[src/rtl/six_instr_ctrl_pkg.sv]
// Shared definitions for the six-instruction processor: opcodes, control-unit
// state encodings and the register-file / ALU select codes. The datapath
// imports the same package so both sides agree on every encoding.
package six_instr_ctrl_pkg;

  // Opcode field values (ir[15:12])
  localparam logic [3:0] OP_LOAD  = 4'b0000;
  localparam logic [3:0] OP_STORE = 4'b0001;
  localparam logic [3:0] OP_ADD   = 4'b0010;
  localparam logic [3:0] OP_LOADC = 4'b0011;
  localparam logic [3:0] OP_SUB   = 4'b0100;
  localparam logic [3:0] OP_JMPZ  = 4'b0101;

  // Control-unit states; encodings 10..15 are illegal and recover to INIT
  typedef enum logic [3:0] {
    S_INIT   = 4'd0,
    S_FETCH  = 4'd1,
    S_DECODE = 4'd2,
    S_LOAD   = 4'd3,
    S_STORE  = 4'd4,
    S_ADD    = 4'd5,
    S_LOADC  = 4'd6,
    S_SUB    = 4'd7,
    S_JMPZ   = 4'd8,
    S_JMP    = 4'd9
  } state_e;

  // Register-file write-data mux select
  localparam logic [1:0] RF_S_ALU   = 2'b00;
  localparam logic [1:0] RF_S_DMEM  = 2'b01;
  localparam logic [1:0] RF_S_CONST = 2'b10;

  // ALU operation select
  localparam logic [1:0] ALU_PASS = 2'b00;
  localparam logic [1:0] ALU_ADD  = 2'b01;
  localparam logic [1:0] ALU_SUB  = 2'b10;

  // Opcode field of an instruction word
  function automatic logic [3:0] opcode_of(input logic [15:0] instr);
    return instr[15:12];
  endfunction

endpackage

[src/rtl/six_instr_ctrl.sv]
// Control unit for the six-instruction processor. A Moore FSM that walks
// INIT -> FETCH -> DECODE -> execute state -> FETCH, with every datapath
// strobe decoded from the current state and the IR contents.
module six_instr_ctrl
  import six_instr_ctrl_pkg::*;
#(
  parameter int DADDR_W = 8,
  parameter int RADDR_W = 4
) (
  input  logic               clk,
  input  logic               reset,        // active-low, asynchronous
  input  logic [15:0]        ir,
  input  logic               rf_rp_zero,
  output logic               pc_clr,
  output logic               pc_inc,
  output logic               pc_ld,
  output logic [DADDR_W-1:0] pc_offset,
  output logic               i_rd,
  output logic               ir_ld,
  output logic [DADDR_W-1:0] d_addr,
  output logic               d_rd,
  output logic               d_wr,
  output logic [DADDR_W-1:0] rf_w_data,
  output logic [1:0]         rf_s,
  output logic [RADDR_W-1:0] rf_w_addr,
  output logic               rf_w_wr,
  output logic [RADDR_W-1:0] rf_rp_addr,
  output logic               rf_rp_rd,
  output logic [RADDR_W-1:0] rf_rq_addr,
  output logic               rf_rq_rd,
  output logic [1:0]         alu_s
);

  state_e state_q;
  state_e state_d;

  // Instruction fields
  logic [3:0]         op;
  logic [RADDR_W-1:0] ra;
  logic [RADDR_W-1:0] rb;
  logic [RADDR_W-1:0] rc;
  logic [DADDR_W-1:0] imm;

  assign op  = opcode_of(ir);
  assign ra  = ir[11:8];
  assign rb  = ir[7:4];
  assign rc  = ir[3:0];
  assign imm = ir[7:0];

  // State register; reset forces INIT immediately so no write strobe survives
  always_ff @(posedge clk or negedge reset) begin
    if (!reset) begin
      state_q <= S_INIT;
    end else begin
      state_q <= state_d;
    end
  end

  // Next-state logic
  always_comb begin
    state_d = S_INIT;
    case (state_q)
      S_INIT:   state_d = S_FETCH;
      S_FETCH:  state_d = S_DECODE;
      S_DECODE: begin
        case (op)
          OP_LOAD:  state_d = S_LOAD;
          OP_STORE: state_d = S_STORE;
          OP_ADD:   state_d = S_ADD;
          OP_LOADC: state_d = S_LOADC;
          OP_SUB:   state_d = S_SUB;
          OP_JMPZ:  state_d = S_JMPZ;
          default:  state_d = S_FETCH;   // undefined opcode behaves as NOP
        endcase
      end
      S_LOAD:   state_d = S_FETCH;
      S_STORE:  state_d = S_FETCH;
      S_ADD:    state_d = S_FETCH;
      S_LOADC:  state_d = S_FETCH;
      S_SUB:    state_d = S_FETCH;
      S_JMPZ:   state_d = rf_rp_zero ? S_JMP : S_FETCH;
      S_JMP:    state_d = S_FETCH;
      default:  state_d = S_INIT;        // illegal encodings recover to INIT
    endcase
  end

  // Output decode; every strobe and field defaults to 0 when not used
  always_comb begin
    pc_clr     = 1'b0;
    pc_inc     = 1'b0;
    pc_ld      = 1'b0;
    pc_offset  = '0;
    i_rd       = 1'b0;
    ir_ld      = 1'b0;
    d_addr     = '0;
    d_rd       = 1'b0;
    d_wr       = 1'b0;
    rf_w_data  = '0;
    rf_s       = RF_S_ALU;
    rf_w_addr  = '0;
    rf_w_wr    = 1'b0;
    rf_rp_addr = '0;
    rf_rp_rd   = 1'b0;
    rf_rq_addr = '0;
    rf_rq_rd   = 1'b0;
    alu_s      = ALU_PASS;
    case (state_q)
      S_INIT: begin
        pc_clr = 1'b1;
      end
      S_FETCH: begin
        i_rd   = 1'b1;
        ir_ld  = 1'b1;
        pc_inc = 1'b1;
      end
      S_LOAD: begin
        d_addr    = imm;
        d_rd      = 1'b1;
        rf_s      = RF_S_DMEM;
        rf_w_addr = ra;
        rf_w_wr   = 1'b1;
      end
      S_STORE: begin
        d_addr     = imm;
        d_wr       = 1'b1;
        rf_rp_addr = ra;
        rf_rp_rd   = 1'b1;
      end
      S_ADD, S_SUB: begin
        rf_rp_addr = rb;
        rf_rp_rd   = 1'b1;
        rf_rq_addr = rc;
        rf_rq_rd   = 1'b1;
        alu_s      = (state_q == S_SUB) ? ALU_SUB : ALU_ADD;
        rf_s       = RF_S_ALU;
        rf_w_addr  = ra;
        rf_w_wr    = 1'b1;
      end
      S_LOADC: begin
        rf_w_data = imm;
        rf_s      = RF_S_CONST;
        rf_w_addr = ra;
        rf_w_wr   = 1'b1;
      end
      S_JMPZ: begin
        rf_rp_addr = ra;
        rf_rp_rd   = 1'b1;
      end
      S_JMP: begin
        pc_ld     = 1'b1;
        pc_offset = imm;
      end
      default: begin
        // DECODE and illegal encodings drive nothing
      end
    endcase
  end

endmodule

[config.mk]
export PLATFORM = sky130hd
export DESIGN_NAME = six_instr_ctrl
export DESIGN_NICKNAME = d
export VERILOG_FILES = /design/src/rtl/six_instr_ctrl_pkg.sv /design/src/rtl/six_instr_ctrl.sv
export SDC_FILE = /design/constraint.sdc
export NUM_CORES = 1
export LEC_CHECK = 0
export ABC_AREA = 1
export ABC_CLOCK_PERIOD_IN_PS = 3570
export CORE_MARGIN = 8
export CORE_UTILIZATION = 30
export DETAILED_ROUTE_END_ITERATION = 8
export GPL_TIMING_DRIVEN = 0
export MAX_ROUTING_LAYER = met4
export PLACE_DENSITY = 0.85
export SLEW_MARGIN = 20
export SYNTH_ARGS = -nofsm -noshare
export SYNTH_HDL_FRONTEND = slang
export SYNTH_SLANG_ARGS = --single-unit
[constraint.sdc]
create_clock -name clk -period 3.57 [get_ports clk]
set_clock_uncertainty 0.15 [all_clocks]
set_input_delay 0.357 -clock clk [delete_from_list [all_inputs] [get_ports clk]]
set_output_delay 0.357 -clock clk [all_outputs]
set_load 0.01 [all_outputs]
==> reports/summary.txt <==
Synth Cell Area - 636 µm²
Sink Count - 4
pwr dens - 427 mW/mm²
crit share post-route - 0.669
ys async rst share - 1.00
Leakage Power - 0.678 nW
Critical Path AT - 1880 ps
RR Startpoint - state_q[0]
sequential area share after synthesis - 0.157
fin util - 0.693
drt first pass iters - 4
synth top area cells - nor2_1, nand2_1, dfrtp_1
peak supply drop - 279 µV
Clock Path Buffers - 2
Area growth, synth to finish - 116%
minimum clock period - 2390 ps
DIE WIDTH - 62.0 µm
first-pass GRT wire length - 4210 µm
Critical R2R Capture - state_q[0]
CP Capture Point - d_addr[0]
CTS tree - built
largest net degree at the start of global routing - 11
postcts setup bufs - 0
clock-pin slew on the worst setup and hold paths - 40 ps
I/O Buffers - 68
biggest regs - state_q: 4 flops
unrepaired setup endpoints after global routing - false
Routed wire per std cell - 12.9 µm
n_diodes - 0
core region area - 0.00198 mm²
max reg flops - 4
vias in the first global route - 944
Least-Margin Pin Slew - 205 ps
total wire length - 2850 µm
clock root buffer - clkbuf_4
gpl congestion - 0.835
number of flops mapped to enable cells by yosys - 0
status - finished, final reports clean
Starting Density - 0.321
number of max-cap violations - 0
CP Capture Type - primary output
Remaining Overflow, GRT - 0
cell accounting for the most synthesized area - nor2_1
DR DRC count - 0
average size of a mapped cell - 5.21 µm²
Antenna Nets Post-Route - 0
height of the die - 62.0 µm
most frequent cell after synthesis - nor2_1
critical path, cell by cell - nor2_1 > nand2_1 > buf_6 > a21oi_1 > clkdlybuf4s50_1
Vias - 994
Final Hold Fails - 0
H-tree levels - 1
required time worst endpoint - 3060 ps
Crit path depth - 5
worst hold path class - in -> async
final net count - 214
YS warnings - 0
layout cells sized above 1 - 0.0829
WS Path Type - reg -> out
initial antenna violation count - 0
top cells by count, synth - nor2_1, nand2_1, inv_1
Crit path largest cell delay - 560 ps
post-synth top area share - 0.195
fill count - 165
cts bufs inserted - 3
synthesized flop and latch total - 4
Worst Path Max Fanout - 10
Total GRT Usage - 0.145
count of cell types in the netlist - 16
Cells after Synth - 122
buffer and inverter count on the worst path - 2
# IOs - 69
post-CTS sizing - 0
vias per std cell - 4.52
crit path from - state_q[1]
Top reg by flops - state_q
full die area - 0.00385 mm²
Reg2Reg Depth - 6
Slew Limit Fails - 0
clk_lat worst skew - 230 ps
most common flop cell mapped by yosys - dfrtp_1
post-detail-place hpwl - 2440 µm
slew margin rel. - 0.862
kind of launch point of the worst setup path - flop
delay-heaviest family, CP - buffers and inverters
final setup vio count - 0
Critical Path Slowest Stage Cell - clkdlybuf4s50_1
f_max - 0.419 GHz
num rows - 16
flop-to-flop setup slack - 2210 ps
Fin Setup TNS - 0 ps
Syn Nets - 141
CTS Hold Bufs - 0
starting DRC count in detailed routing - 25
where the power goes:
group          total (W)  switching, W  internal [W]  leakage [nW]
clock network  0.0000559     0.0000183     0.0000376        0.0138
registers      0.0000757     0.0000166     0.0000591        0.0518
logic           0.000455      0.000218      0.000237         0.613
total           0.000587      0.000253      0.000334         0.678
per-layer routing:
layer,global-route usage,vias to the layer above,share of wire
li1,-,504,-
met1,0.152,438,0.38
met2,0.263,48,0.51
met3,0.0329,4,0.11
met4,0.0422,0,0.0088
met5,-,-,0
how the worst min path moves through the flow:
| stage | endpoint | depth (start not counted) | slack, ps |
|---|---|---|---|
| floorplan | state_q[0] | 0 | -90 |
| global placement | state_q[1] | 1 | 410 |
| global route | state_q[3] | 1 | 180 |
| detailed placement | state_q[1] | 1 | 430 |
| CTS | state_q[3] | 1 | 180 |
| finish | state_q[3] | 1 | 180 |
area by class of cell:
class	count	area [µm²]	area share
Inverter	24	90.1	0.0656
Clock buffer	3	22.5	0.0164
Multi-Input combinational cell	89	400	0.292
Tap cell	27	33.8	0.0246
Buffer	5	45.0	0.0328
Sequential cell	4	100	0.0729
Timing Repair Buffer	68	681	0.496
through the flow:
stage / instance area (µm²) / power, W / std cells / hold WS [ps] / setup slack [ps]
after floorplan: 636 / 0.000295 / 122 / -88.6 / 1990
after global placement: 1350 / 0.000524 / 217 / 411 / 1480
after detailed placement: 1350 / 0.000531 / 217 / 428 / 1420
after CTS: 1370 / 0.000590 / 220 / 181 / 1180
after global routing: 1370 / 0.000632 / 220 / 184 / 1050
final: 1370 / 0.000587 / 220 / 175 / 1180
logic make-up (layout without fill, tap and decap cells):
logic type / Yosys count / count (layout) / share of synthesized area
AOI/OAI and AO/OA: 16 / 16 / 0.142
xor gates and xnor gates: 1 / 1 / 0.0138
buffers and inverters: 29 / 100 / 0.213
DFF: 4 / 4 / 0.157
and+or+nand+nor: 72 / 72 / 0.474
placed cells by master (no fill, tap or decap):
master           instances
clkdlybuf4s50_1         68
nor2_1                  33
nand2_1                 30
inv_1                   21
a21oi_1                 10
nand3_1                  4
a21boi_0                 4
dfrtp_1                  4
inv_2                    3
buf_4                    3
clkbuf_4                 3
nor2_4                   2
nand2_2                  2
buf_6                    2
xor2_1                   1
o21ai_1                  1
o21ai_0                  1
nand3_2                  1
(Power assumes the default switching activity.)
